<file path="config.mk">
export PLATFORM = sky130hd
export DESIGN_NAME = uart_kv_frame_ctrl
export DESIGN_NICKNAME = d
export VERILOG_FILES = /design/src/rtl/kv_uart_pkg.sv /design/src/rtl/toggle_sync_edge.sv /design/src/rtl/uart_kv_frame_ctrl.sv
export SDC_FILE = /design/constraint.sdc
export NUM_CORES = 1
export LEC_CHECK = 0
export CELL_PAD_IN_SITES_DETAIL_PLACEMENT = 0
export CELL_PAD_IN_SITES_GLOBAL_PLACEMENT = 1
export CORE_UTILIZATION = 39
export CTS_CLUSTER_DIAMETER = 40
export DETAILED_ROUTE_END_ITERATION = 10
export GPL_TIMING_DRIVEN = 0
export PLACE_DENSITY_LB_ADDON = 0.1
export SKIP_LAST_GASP = 1
export SLEW_MARGIN = 0
export SYNTH_ARGS = -nofsm -noshare
export SYNTH_HDL_FRONTEND = slang
export SYNTH_HIERARCHICAL = 1
export SYNTH_SLANG_ARGS = --single-unit
</file>
<file path="constraint.sdc">
create_clock -name clk -period 2.2 [get_ports clk]
set_input_delay 0.66 -clock clk [delete_from_list [all_inputs] [get_ports clk]]
set_output_delay 0.66 -clock clk [all_outputs]
set_load 0.02 [all_outputs]
</file>
<file path="src/rtl/kv_uart_pkg.sv">
// Shared types and helpers for the UART key-value command receive path.
// Holds the frame parser state encoding, parameter defaults and the checksum step.
package kv_uart_pkg;

    localparam logic [7:0] SOF_BYTE_DEF = 8'hA5;
    localparam int         MAX_VAL_DEF  = 4;

    typedef enum logic [2:0] {
        IDLE,
        OP,
        KEY,
        LEN,
        VAL,
        CHK,
        HOLD
    } kv_state_t;

    // Running frame checksum: XOR of every byte from OP through the last value byte.
    function automatic logic [7:0] chk_update(input logic [7:0] acc, input logic [7:0] data);
        return acc ^ data;
    endfunction

endpackage

</file>
<file path="src/rtl/toggle_sync_edge.sv">
// Brings a toggle-per-event signal into the clk domain and emits a one-cycle event
// strobe on every level change. Shared by the receive and transmit-done paths.
module toggle_sync_edge (
    input  logic clk,
    input  logic rst,
    input  logic tog,
    output logic evt
);

    logic sync_p0;
    logic sync_p1;
    logic prev_p2;

    always_ff @(posedge clk) begin
        if (rst) begin
            sync_p0 <= 1'b0;
            sync_p1 <= 1'b0;
            prev_p2 <= 1'b0;
        end else begin
            sync_p0 <= tog;
            sync_p1 <= sync_p0;
            prev_p2 <= sync_p1;
        end
    end

    assign evt = sync_p1 ^ prev_p2;

endmodule

</file>
<file path="src/rtl/uart_kv_frame_ctrl.sv">
// Parses SOF/OP/KEY/LEN/VAL/CHK frames from the UART byte receiver and hands each
// validated command to the key-value decoder over a valid/ready handshake.
module uart_kv_frame_ctrl
    import kv_uart_pkg::*;
#(
    parameter int         MAX_VAL       = MAX_VAL_DEF,
    parameter int         LEN_W         = 3,
    parameter logic [7:0] SOF_BYTE      = SOF_BYTE_DEF,
    parameter int         TIMEOUT_TICKS = 160
) (
    input  logic                 clk,
    input  logic                 rst,
    input  logic [7:0]           rx_byte,
    input  logic                 rx_toggle,
    input  logic                 baud_tick,
    output logic                 cmd_valid,
    input  logic                 cmd_ready,
    output logic [7:0]           cmd_op,
    output logic [7:0]           cmd_key,
    output logic [LEN_W-1:0]     cmd_len,
    output logic [8*MAX_VAL-1:0] cmd_value,
    output logic                 err_chk,
    output logic                 err_len,
    output logic                 err_timeout,
    output logic                 err_overrun,
    output logic                 busy
);

    localparam int CNT_W = $clog2(TIMEOUT_TICKS + 1);

    kv_state_t        state;
    kv_state_t        state_nxt;
    logic             byte_evt;
    logic [7:0]       chk_acc;
    logic [LEN_W-1:0] idx;
    logic [CNT_W-1:0] to_cnt;
    logic             in_frame;
    logic             expire;
    logic             len_ok;
    logic             err_chk_nxt;
    logic             err_len_nxt;
    logic             err_timeout_nxt;
    logic             err_overrun_nxt;

    toggle_sync_edge u_rx_sync (
        .clk (clk),
        .rst (rst),
        .tog (rx_toggle),
        .evt (byte_evt)
    );

    assign in_frame = (state == OP) || (state == KEY) || (state == LEN) ||
                      (state == VAL) || (state == CHK);
    // A byte landing on the expiring tick wins: the frame is still alive.
    assign expire   = in_frame && baud_tick && !byte_evt &&
                      (to_cnt == CNT_W'(TIMEOUT_TICKS - 1));
    assign len_ok   = (rx_byte != 8'h00) && (rx_byte <= 8'(MAX_VAL));

    assign cmd_valid = (state == HOLD);
    assign busy      = (state != IDLE);

    always_comb begin
        state_nxt       = state;
        err_chk_nxt     = 1'b0;
        err_len_nxt     = 1'b0;
        err_timeout_nxt = 1'b0;
        err_overrun_nxt = 1'b0;
        case (state)
            IDLE: if (byte_evt && rx_byte == SOF_BYTE) state_nxt = OP;
            OP:   if (byte_evt) state_nxt = KEY;
            KEY:  if (byte_evt) state_nxt = LEN;
            LEN: begin
                if (byte_evt) begin
                    if (len_ok) begin
                        state_nxt = VAL;
                    end else begin
                        state_nxt   = IDLE;
                        err_len_nxt = 1'b1;
                    end
                end
            end
            VAL:  if (byte_evt && idx == cmd_len - LEN_W'(1)) state_nxt = CHK;
            CHK: begin
                if (byte_evt) begin
                    if (rx_byte == chk_acc) begin
                        state_nxt = HOLD;
                    end else begin
                        state_nxt   = IDLE;
                        err_chk_nxt = 1'b1;
                    end
                end
            end
            HOLD: begin
                // Bytes arriving while a command is held, even on the accept cycle, are lost.
                err_overrun_nxt = byte_evt;
                if (cmd_ready) state_nxt = IDLE;
            end
            default: state_nxt = IDLE;
        endcase
        if (expire) begin
            state_nxt       = IDLE;
            err_timeout_nxt = 1'b1;
        end
    end

    always_ff @(posedge clk) begin
        if (rst) begin
            state       <= IDLE;
            err_chk     <= 1'b0;
            err_len     <= 1'b0;
            err_timeout <= 1'b0;
            err_overrun <= 1'b0;
        end else begin
            state       <= state_nxt;
            err_chk     <= err_chk_nxt;
            err_len     <= err_len_nxt;
            err_timeout <= err_timeout_nxt;
            err_overrun <= err_overrun_nxt;
        end
    end

    always_ff @(posedge clk) begin
        if (rst) begin
            to_cnt <= '0;
        end else if (!in_frame || byte_evt || expire) begin
            to_cnt <= '0;
        end else if (baud_tick) begin
            to_cnt <= to_cnt + CNT_W'(1);
        end
    end

    // Field capture: only parsing states touch the command registers, so HOLD keeps them stable.
    always_ff @(posedge clk) begin
        if (rst) begin
            cmd_op    <= '0;
            cmd_key   <= '0;
            cmd_len   <= '0;
            cmd_value <= '0;
            chk_acc   <= '0;
            idx       <= '0;
        end else if (byte_evt) begin
            case (state)
                OP: begin
                    cmd_op  <= rx_byte;
                    chk_acc <= rx_byte;
                end
                KEY: begin
                    cmd_key <= rx_byte;
                    chk_acc <= chk_update(chk_acc, rx_byte);
                end
                LEN: begin
                    if (len_ok) begin
                        cmd_len   <= rx_byte[LEN_W-1:0];
                        cmd_value <= '0;
                        idx       <= '0;
                        chk_acc   <= chk_update(chk_acc, rx_byte);
                    end
                end
                VAL: begin
                    for (int i = 0; i < MAX_VAL; i++) begin
                        if (idx == LEN_W'(i)) cmd_value[8*i +: 8] <= rx_byte;
                    end
                    chk_acc <= chk_update(chk_acc, rx_byte);
                    idx     <= idx + LEN_W'(1);
                end
                default: ;
            endcase
        end
    end

endmodule

</file>
==> summary.md, run 1 <==
| Metric | Value |
|---|---|
| Critical path's top delay family | buffers and inverters |
| Vias | 3264 |
| RSZ-0062 raised after global routing | yes |
| Fin crit share | 0.998 |
| Cell Area, Synth | 0.00375 mm² |
| Mapped Cells | 404 |
| Leak pwr | 1.75 nW |
| Post-CTS Setup Inserts | 0 |
| Status | completed |
| Max_cap viols | 0 |
| Width of the die | 100 µm |
| Worst Path Required | around 1.5 ns |
| Crit. End Element | output port |
| CTS tree | built |
| Register bit total from synthesis | 80 |
| CTS Sinks | 80 |
| Crit path launch type | register |
| Commonest non-fill, non-tap cell in the layout | dfxtp_1 |
| Final HPWL DP | 7010 µm |
| Vias/cell | 5.32 |
| Gr usage total | 0.215 |
| H-tree levels | 3 |
| Final std cell area, no fill | 0.00483 mm² |
| Non-filler instance count after layout | 614 |
| Number of distinct library cells after synthesis | 52 |
| Pwr per Cell Area | 551 mW/mm² |
| Synth Warn # | 6 |
| Initial antenna violation count | 0 |
| Hold wc startpoint | u_rx_sync/sync_p0$_SDFF_PP0_ |
| GP Congestion | 0.746 |
| I/O Buffers | 65 |
| Synth async-reset ratio | 0 |
| R2R Path End | chk_acc[2]$_SDFFE_PP0P_ |
| Fin util | 0.520 |
| Diode count | 0 |
| # IOs | 70 |
| Clock Latency Late Sink | 0.36 ns |
| Vias in the first global route | roughly 3200 |
| Post-synth EDFFs | 0 |
| Initial Util | 0.404 |
| Most frequent cells in the layout | dfxtp_1, clkdlybuf4s50_1, nand2_1 |
| Die height | 100 µm |
| Placed cells | 598 |
| Routed WL per cell | 16.8 µm |
| Fill cells | 920 |
| Hold worst-path end | u_rx_sync/sync_p1$_SDFF_PP0_ |
| Drt drc | 0 |
| Placed cell areas | roughly 0.0046 mm² |
| Maximum vdd ir drop | 326 µV |
| Site Rows | 35 |
| Core region area | 0.00928 mm² |
| Root Buffer | clkbuf_8 |
| Finish-stage setup viols | 0 |
| Pre-antenna DRT Iters | 4 |
| Final #Nets | 500 |
| Die area | 0.0100 mm² |
| Yosys top cell area share | 0.428 |
| Critical Path Max Stage Delay | 0.39 ns |
| Slowest CP cell | dfxtp_2 |
| WL final | between 10000 and 15000 µm |
| Seq/Total Area, Yosys | 0.428 |
| Final Max Tran Viols | 0 |
| Syn_nets | between 400 and 500 |
| Storage cell area | 0.00160 mm² |
| Pin count of the biggest net entering global routing | 16 |
| Max_slew headroom | 0.497 |
| Hold Path Depth | 1 |
| Clk_skew | 0.00915 ns |
| Ratio of cells with drive above 1 in the final layout | 0.126 |
| Clock buffer depth | 2 |
| Worst Hold Class | register to register |
| First-pass GRT wire length | 16400 µm |
| Initial DRC count | between 100 and 150 |
| Worst r2r src | u_rx_sync/sync_p1$_SDFF_PP0_ |
| Kind of critical path | register to output port |
| Reg clk slew, reported paths | 0.09 ns |
| Top cells by area, synth | dfxtp_1, a32o_1, xor2_1, a21oi_1, o2111ai_1 |
| Main synth FF type | dfxtp_1 |
| Yosys top cell by area | dfxtp_1 |
| Buf/Inv on CP | 4 |
| CP Max Fanout | 10 |
| Grt ovf | 0 |
| Endpoints failing hold | 0 |
| DRT antenna net count | 0 |
| Tmin final | 2.19 ns |
| Synthesized area per cell | 9.27 µm² |
| F_max | about 460 MHz |
| R2r worst-path depth | 7 |
| Worst path cell trace | buf_8 > buf_6 > nand3_2 > inv_1 > clkdlybuf4s15_2 |
| Footprint of the multi-input gates | 0.00196 mm² |
| Worst reg-to-reg setup slack | 0.17 ns |
| Area Growth Syn to Fin | 28.9% |
| Num CTS Buffers | 9 |
| Tightest Pin Transition | 0.755 ns |
| WP data arrival | 1.53 ns |
==> layer usage <==
layer,track usage,part of all wire,vias up
li1,-,-,1611
met1,0.296,0.49,1560
met2,0.336,0.46,78
met3,0.0341,0.036,15
met4,0.0925,0.019,0
met5,0,0,-
==> synth_stat cells (all sizes together), types with 7 or more instances <==
master / count
dfxtp: 80
nand2: 37
a21oi: 36
nor2: 34
a32o: 24
xor2: 23
clkbuf: 19
buf: 16
o2111ai: 16
nor3: 12
nand2b: 11
o21a: 11
o21ai: 11
mux2i: 9
nand3: 8
ha: 7
inv: 7
==> through the flow <==
step	setup TNS, ns	power, mW	hold WS [ns]	setup slack [ns]
2_1_floorplan	0	1.57	0.414	0.284
3_3_place_gp	-30.54	1.63	0.417	-0.574
3_5_place_dp	-30.58	1.63	0.433	-0.561
4_1_cts	-0.0618	2.68	0.457	-0.0618
5_1_grt	-0.347	2.76	0.475	-0.0449
6_report	0	2.66	0.452	0.00537
==> worst max path at each step <==
stage,startpoint,end,slack (ns),cells after the start
after CTS,state[2]$_SDFFE_PP0P_,cmd_valid,-0.06,5
after detailed placement,rst,err_chk$_SDFF_PP0_,-0.56,7
after global placement,rst,err_chk$_SDFF_PP0_,-0.57,7
final,state[2]$_SDFFE_PP0P_,cmd_valid,0.005,5
after global routing,rst,idx[1]$_SDFFE_PP0P_,-0.04,5
after floorplan,rx_byte[4],state[2]$_SDFFE_PP0P_,0.28,6
==> logic make-up after synthesis <==
| logic type | Yosys count | share of synthesized area |
|---|---|---|
| XOR/XNOR | 27 | 0.0668 |
| AND/OR/NAND/NOR | 129 | 0.178 |
| AO/OA/AOI/OAI | 110 | 0.218 |
| flip-flops | 80 | 0.428 |
| multiplexers | 9 | 0.0240 |
| adder cells (fa/ha/maj) | 7 | 0.0234 |
| buffers and inverters | 42 | 0.0621 |
==> registers in the layout (all words and copies together), names as in the netlist, 3 cells and up <==
signal	cells
state	3
chk_acc	8
idx	3
cmd_op	8
cmd_len	3
cmd_value	32
cmd_key	8
to_cnt	8
==> power breakdown <==
group / switching, mW / internal [mW]
Clock: 0.604 / 0.452
Sequential: 0.000816 / 1.45
Combinational: 0.104 / 0.0523
Total: 0.708 / 1.95
==> layout make-up <==
type                    count  share of cell area
clock buffers              10              0.0285
flip-flops and latches     80               0.332
plain buffers              35              0.0487
well taps                 129              0.0334
clock inverters             6              0.0104
inverters                   7             0.00544
repair buffers             65               0.136
multi-input cells         282               0.406
==> timing repair <==
| action | 4_1_cts | 5_1_grt |
|---|---|---|
| setup endpoints to repair | 68 | 46 |
| hold buffers | 0 | 0 |
| pin swaps | 2 | 4 |
| resized for setup | 17 | 21 |
Power figures use the tool's default switching activity.
==> run 2, diff against run 1 <==
--- a/config.mk
+++ b/config.mk
@@ -9,5 +9,6 @@
 export CELL_PAD_IN_SITES_GLOBAL_PLACEMENT = 1
-export CORE_UTILIZATION = 39
+export CORE_UTILIZATION = 48
 export CTS_CLUSTER_DIAMETER = 40
 export DETAILED_ROUTE_END_ITERATION = 10
+export DONT_BUFFER_PORTS = 1
 export GPL_TIMING_DRIVEN = 0
--- a/constraint.sdc
+++ b/constraint.sdc
@@ -3,2 +3,2 @@
 set_output_delay 0.66 -clock clk [all_outputs]
-set_load 0.02 [all_outputs]
+set_load 0.005 [all_outputs]
==> run 2 against run 1 <==
Sequential cell count unchanged. Clock skew up 0.0034 ns. Core utilization up 3.3 points. Critical path depth down 1. Clock power up 9%. Maximum frequency up 4.5%. Non-clock buffer count down 65. Clock-buffer cell count down 1. Largest cell class unchanged.
==> summary.md, run 2 (same netlist as run 1, synthesis figures left out) <==
| Metric | Value |
|---|---|
| Net switching fraction of the power | 0.257 |
| Flop pwr share | 0.529 |
| Die area | about 0.008 mm² |
| DP Worst Slack | -0.0645 ns |
| First-pass GRT wire length | 15300 µm |
| Core region area | approximately 0.0074 mm² |
| Vias/cell | 5.81 |
| Reg clk slew, reported paths | approximately 0.1 ns |
| Routed WL per cell | 18.3 µm |
| Worst Path Required | 1.54 ns |
| Max FFs per register | 32 |
| Total internal power | slightly above 2 mW |
| Num CTS Buffers | 9 |
| Grt ovf | 0 |
| Commonest non-fill, non-tap cell in the layout | dfxtp_1 |
| F_max | 476 MHz |
| GP Congestion | 0.813 |
| Pin count of the biggest net entering global routing | 17 |
| Clock buffer depth | 2 |
| CTS tree | built |
| Pre-antenna DRT Iters | 5 |
| Clock Power Share | 0.424 |
| Initial DRC count | 221 |
| Root Buffer | clkbuf_8 |
| Gate power share | 0.047 |
| Non-filler instance count after layout | approximately 520 |
| Largest Register | cmd_value |
| Area Growth Syn to Fin | 9.32% |
| Final Max Tran Viols | 0 |
| CP Max Fanout | 10 |
| Final #Nets | about 440 |
| Maximum vdd ir drop | 343 µV |
| Final HPWL DP | between 6000 and 7000 µm |
| Crit path launch type | register |
| WP data arrival | around 1.4 ns |
| Site Rows | 31 |
| Worst Hold Class | input pin to register |
| Max_cap viols | 0 |
| Die height | 90.3 µm |
| Tightest Pin Transition | between 0.7 and 0.8 ns |
| Initial antenna violation count | 0 |
| Ratio of cells with drive above 1 in the final layout | 0.114 |
| Clk_skew | roughly 0.013 ns |
| WL final | between 9000 and 10000 µm |
| Most frequent cells in the layout | dfxtp_1, nand2_1, a21oi_1 |
| Vias in the first global route | 2859 |
| Max_slew headroom | 0.516 |
| Initial Util | 0.506 |
| Width of the die | 90.3 µm |
| Post-CTS Setup Inserts | 0 |
| Pwr per Cell Area | between 600 and 700 mW/mm² |
| Status | completed |
| Fin crit share | 0.954 |
| Vias | 3014 |
| Finish-stage setup viols | 0 |
| Hold buffers post-CTS | 0 |
| Drt drc | 0 |
| H-tree levels | 3 |
| Leak pwr | between 1 and 1.5 nW |
| RSZ-0062 raised after global routing | yes |
| Final WS setup | 0.100 ns |
| Tmin final | 2.10 ns |
| Gr usage total | 0.242 |
| Kind of critical path | register to output port |
| CTS Sinks | 80 |
| Clock Latency Late Sink | 0.36 ns |
| Endpoints failing hold | 0 |
| # IOs | 70 |
| Worst reg-to-reg setup slack | 0.20 ns |
| Diode count | 0 |
| Switching Power | a little over 0.7 mW |
| DRT antenna net count | 0 |
| Crit. End Element | output port |
| I/O Buffers | 0 |
| Placed cells | a little over 500 |
[run 2: cell type report]
cell class                      instances  area [µm²]
Buffer                                 35         211
Clock buffer                            9         124
Inverter                                7        26.3
Multi-Input combinational cell        282        1920
Fill cell                             716        3310
Tap cell                               99         124
Sequential cell                        80        1600
Clock inverter                          7        86.3
[run 2: final timing paths]
check | startpoint | end | cells after the start
hold reg to reg | u_rx_sync/sync_p0$_SDFF_PP0_ | u_rx_sync/sync_p1$_SDFF_PP0_ | 1
setup / recovery | state[2]$_SDFFE_PP0P_ | cmd_valid | 4
setup reg to reg | u_rx_sync/sync_p1$_SDFF_PP0_ | chk_acc[2]$_SDFFE_PP0P_ | 7
hold / removal | rst | u_rx_sync/sync_p1$_SDFF_PP0_ | 1
[run 2: timing repair]
item                                    4_1_cts  5_1_grt
endpoints found under the setup margin        1       10
endpoints found under the hold margin         0        0
gates resized for setup                       1        4
[run 2: layer usage]
layer / wire, µm / up-vias / track usage
met5: 0 / - / 0
met4: 104 / 0 / 0.0565
met3: 726 / 10 / 0.0665
met2: 4240 / 95 / 0.377
met1: 4450 / 1437 / 0.334
li1: - / 1472 / -
[run 2: stage by stage]
stage / util / TNS, ns / hold WS [ns] / power (mW) / instance area, µm²
4_1_cts: 0.551 / 0 / 0.340 / 2.78 / 4080
5_1_grt: 0.553 / -0.000781 / 0.336 / 2.84 / 4100
2_1_floorplan: - / 0 / 0.414 / 1.57 / 3750
3_5_place_dp: 0.522 / -0.115 / 0.428 / 1.61 / 3870
3_3_place_gp: 0.522 / -0.129 / 0.423 / 1.61 / 3870
6_report: 0.553 / 0 / 0.365 / 2.74 / 4100
[run 2: critical path, cell delays in order (launching register included)]
cell and delay [ns]:
dfxtp_2 0.39, buf_6 0.18, buf_4 0.21, nand3_1 0.17
inv_1 0.11
[run 2: power groups by stage]
stage | Sequential [mW] | Combinational, mW | Clock, mW
floorplan | 1.48 | 0.0874 | 0
global placement | 1.48 | 0.127 | 0
detailed placement | 1.48 | 0.128 | 0
CTS | 1.45 | 0.129 | 1.20
global route | 1.45 | 0.140 | 1.25
finish | 1.45 | 0.130 | 1.16
==> RTL change 1, RTL diff (settings of run 2) <==
Register the output `err_chk` once more, without a reset; this adds one clock of latency there. The other outputs are not delayed to match.
--- a/src/rtl/uart_kv_frame_ctrl.sv
+++ b/src/rtl/uart_kv_frame_ctrl.sv
@@ -28,4 +28,6 @@
 
     localparam int CNT_W = $clog2(TIMEOUT_TICKS + 1);
+
+    logic err_chk_s0;
 
     kv_state_t        state;
@@ -107,5 +109,5 @@
         if (rst) begin
             state       <= IDLE;
-            err_chk     <= 1'b0;
+            err_chk_s0  <= 1'b0;
             err_len     <= 1'b0;
             err_timeout <= 1'b0;
@@ -113,5 +115,5 @@
         end else begin
             state       <= state_nxt;
-            err_chk     <= err_chk_nxt;
+            err_chk_s0  <= err_chk_nxt;
             err_len     <= err_len_nxt;
             err_timeout <= err_timeout_nxt;
@@ -169,4 +171,8 @@
     end
 
+    always_ff @(posedge clk) begin
+        err_chk <= err_chk_s0;
+    end
+
 endmodule
 
Formal check against the unedited RTL: not equivalent (a bounded check fails within 10 cycles, from zero or initial values and one cycle with rst high).
==> RTL change 1 against run 2 <==
- synthesized area increased by 6.1%
- sequential cell count is 1 higher
- global-route usage shrank 0.32 points
- routed wire length rose by 3.1%
- setup slack gained 0.030 ns
- synthesized cell count up 13%
- critical path type unchanged
- utilization is 0.21 points lower
- design area rose by 5.5%
Power is not compared: it rests on default switching activity, and its combinational part moved more than twofold at a synthesized area within 25%.
==> RTL change 1: results (changes against run 2) <==
stage;metric;value;unit;change
synthesis;sequential share of the synthesized area;40.81;%;-1.9 points
synthesis;Synth area leaders;dfxtp_1, mux2i_1, nor2_1;;
drt;detailed-route vias per instance;5.538;;-4.6%
cells_and_area;non-clock buffer count;40;;+14%
synthesis;post-synthesis compound-gate area fraction;14.48;%;-7.3 points
placement;Post-Place Cells;557;;+11%
synthesis;xor/xnor cell area share of the yosys netlist;4.534;%;-2.1 points
placement;Port Buffers;0;;unchanged
drt;initial drt markers;136;;-38%
placement;DP Area;4101;um2;+6.0%
drt;Routed Wire Length;9817;um;+3.1%
timing;clk_skew;0.007706;ns;-0.004868 ns
synthesis;Net Count, Synth;475;;+12%
cells_and_area;CLK BUF;10;;+1
cells_and_area;Signal buf overhead;4.777;%;-0.39 points
global_routing;grt met2 use;39.89;%;+2.2 points
synthesis;Synth Area in Adders;2.204;%;-0.13 points
global_routing;grt met3 use;5.366;%;-1.3 points
hold_path;Hold/Removal Path Class;reg -> reg;;
cells_and_area;Non-Clock Inverter Count;10;;+3
worst_setup_path;RR Startpoint;u_rx_sync/sync_p1;;
cells_and_area;fin nets;486;;+12%
cells_and_area;Ant. Diodes;0;;unchanged
worst_setup_path;Worst EP arrival;1.41;ns;-0.03 ns
global_routing;first-pass GRT wire length;15990;um;+4.2%
placement;pre-CTS worst setup slack;-0.2090;ns;-0.1445 ns
cells_and_area;#MultiIn Comb;324;;+15%
placement;dpl hpwl;6754;um;+3.8%
clocking;CTS Buf Count;9;;unchanged
drt;met3 WL;536;um;-26%
cells_and_area;Largest Register;cmd_value;;
synthesis;average size of a mapped cell;8.734;um2;-5.8%
global_routing;largest net degree at the start of global routing;16;;-1
cells_and_area;fill cell count;768;;+7.3%
drt;WL met2;4720;um;+11%
synthesis;Mapped Cells;455;;+13%
cells_and_area;ClkCell Share;4.864;%;-0.27 points
drt;drt pass-1 iters;4;;-1
synthesis;multiplexer area fraction after synthesis;10.58;%;+8.2 points
worst_setup_path;crit path from;state[1];;
cells_and_area;count of flip-flops and latches;81;;+1.3%
synthesis;count of different cell masters after synthesis;48;;-7.7%
synthesis;Synth top cells by count;dfxtp_1, nor2_1, nand2_1;;
cells_and_area;FF+latch area;1622;um2;+1.2%
status;status;complete, no violations;;
hold_path;hold path startpoint;err_chk_s0;;
cells_and_area;fraction of area in multi-input gates;49.02;%;+2.1 points
timing;Rel. slew slack;47.51;%;-4.1 points
timing;Setup TNS;0;ns;unchanged
cells_and_area;sequential cell area share;37.52;%;-1.6 points
placement;routability cong.;0.8567;;+5.4%
global_routing;met1 Use GR;29.82;%;-3.6 points
cells_and_area;Finished Layout Cells;573;;+10%
clocking;post-cts sizing count;0;;-1
global_routing;total track usage;23.92;%;-0.32 points
cells_and_area;ratio of cells with drive above 1 in the final layout;9.130;%;-2.3 points
drt;wl on met1;4427;um;-0.54%
global_routing;vias in the first global route;3185;;+11%
-- RTL change 1: changes by cell type after synthesis, moves of 9 or more --
cell,run 2,this run
a21oi_1,35,22
a32o_1,24,8
buf_1,0,10
mux2i_1,9,42
nand2_1,36,50
nand2b_1,11,2
nor2_1,31,56
o2111ai_1,16,0
o211ai_1,1,11
o21ai_0,1,11
xor2_1,23,7
-- RTL change 1: logic make-up (layout without fill, tap and decap cells) --
group                    Yosys count  after routing
AND/OR/NAND/NOR                  175            175
AO/OA/AOI/OAI                     81             81
flip-flops                        81             81
buffers and inverters             50             66
multiplexers                      42             42
XOR/XNOR                          19             19
adder cells (fa/ha/maj)            7              7
-- RTL change 1: final timing paths --
kind | end | slack, ns | cells past startpoint
max | busy | 0.13 | 3
min | err_chk | 0.34 | 0
max reg2reg | chk_acc[3] | 0.14 | 6
min reg2reg | err_chk | 0.34 | 0
-- RTL change 1: worst max-delay path: stages, from the launching register on --
cell     delay, ns
dfxtp_1       0.34
buf_4         0.18
nor3_2        0.37
inv_1         0.17
==> RTL change 2, RTL diff (flow settings as in run 2) <==
Without the edit above. The parameter `TIMEOUT_TICKS` goes from 160 to 240.
--- a/src/rtl/uart_kv_frame_ctrl.sv
+++ b/src/rtl/uart_kv_frame_ctrl.sv
@@ -7,5 +7,5 @@
     parameter int         LEN_W         = 3,
     parameter logic [7:0] SOF_BYTE      = SOF_BYTE_DEF,
-    parameter int         TIMEOUT_TICKS = 160
+    parameter int         TIMEOUT_TICKS = 240
 ) (
     input  logic                 clk,
Formal check against the unedited RTL: no difference found for any inputs over 10 cycles, from zero or initial values and one cycle with rst high; that may be too few to reach the edited logic, so the function may still have changed.
==> RTL change 2 against run 2 <==
- synthesized area is 0.53% lower
- design area is 0.67% higher
- hold slack worse by 0.0024 ns
- setup slack hardly changed
- non-clock buffer count is 6 lower
- sequential cell count stayed put
- routed wire length is 1.7% lower
Power is not compared: it rests on default switching activity, and its combinational part moved more than twofold at a synthesized area within 25%.
==> RTL change 2: results (changes against run 2) <==
stage;metric;value;unit;change
drt;wl on met1;3885;um;-13%
cells_and_area;ratio of cells with drive above 1 in the final layout;11.24;%;-0.19 points
worst_setup_path;Reg2Reg Capture Point;chk_acc[0];;
synthesis;sequential share of the synthesized area;42.98;%;+0.23 points
synthesis;Synth top cells by count;dfxtp_1, nand2_1, nor2_1;;
global_routing;vias in the first global route;2876;;+0.59%
worst_setup_path;Worst path max stage delay;0.41;ns;+0.02 ns
clocking;post-cts sizing count;6;;+5
cells_and_area;fin nets;461;;+6.0%
placement;Post-Place Cells;528;;+5.0%
drt;met3 WL;742;um;+2.2%
synthesis;count of different cell masters after synthesis;55;;+5.8%
placement;routability cong.;0.8855;;+9.0%
drt;initial drt markers;150;;-32%
global_routing;grt met3 use;7.360;%;+0.71 points
status;status;complete, no violations;;
drt;Routed Wire Length;9359;um;-1.7%
clocking;clk slew on worst S/H paths;0.08;ns;-0.02 ns
worst_setup_path;CP top delay family;simple AND/OR/NAND/NOR gates;;
timing;final worst path period need;2.100;ns;+0.0001330 ns
cells_and_area;fill cell count;692;;-3.4%
drt;detailed-route vias per instance;5.621;;-3.2%
placement;DP Area;3862;um2;-0.19%
placement;dpl hpwl;6457;um;-0.80%
global_routing;total track usage;23.56;%;-0.68 points
[RTL change 2: changes by cell type after synthesis, sizes merged, moves of 13 or more]
cell / delta
a32o: -24
a21oi: -20
nor2: +17
a22oi: +16
nand2: +15
inv: +13
[RTL change 2: cell families (layout without fill, tap and decap cells)]
| family | count (synthesis) | after routing | synth area share, % |
|---|---|---|---|
| simple gates | 155 | 155 | 19.81 |
| compound gates | 99 | 99 | 19.88 |
| mux | 12 | 12 | 3.224 |
| fa+ha+maj | 7 | 7 | 2.350 |
| buf+inv | 48 | 64 | 5.171 |
| flops | 80 | 80 | 42.98 |
| xor+xnor | 28 | 28 | 6.581 |
[RTL change 2: final cells by class]
cell class	count	area share, %
buffer	28	3.338
clock buffer	9	3.005
clock inverter	6	1.639
inverter	20	1.821
multi-input combinational	301	48.16
sequential	80	38.85
tap	99	3.005
timing repair buffer	1	0.1821
[RTL change 2: power breakdown]
group	internal, mW	switching, mW	total (mW)
clock network	0.523	0.557	1.08
registers	1.46	0.0109	1.47
logic	0.0867	0.185	0.272
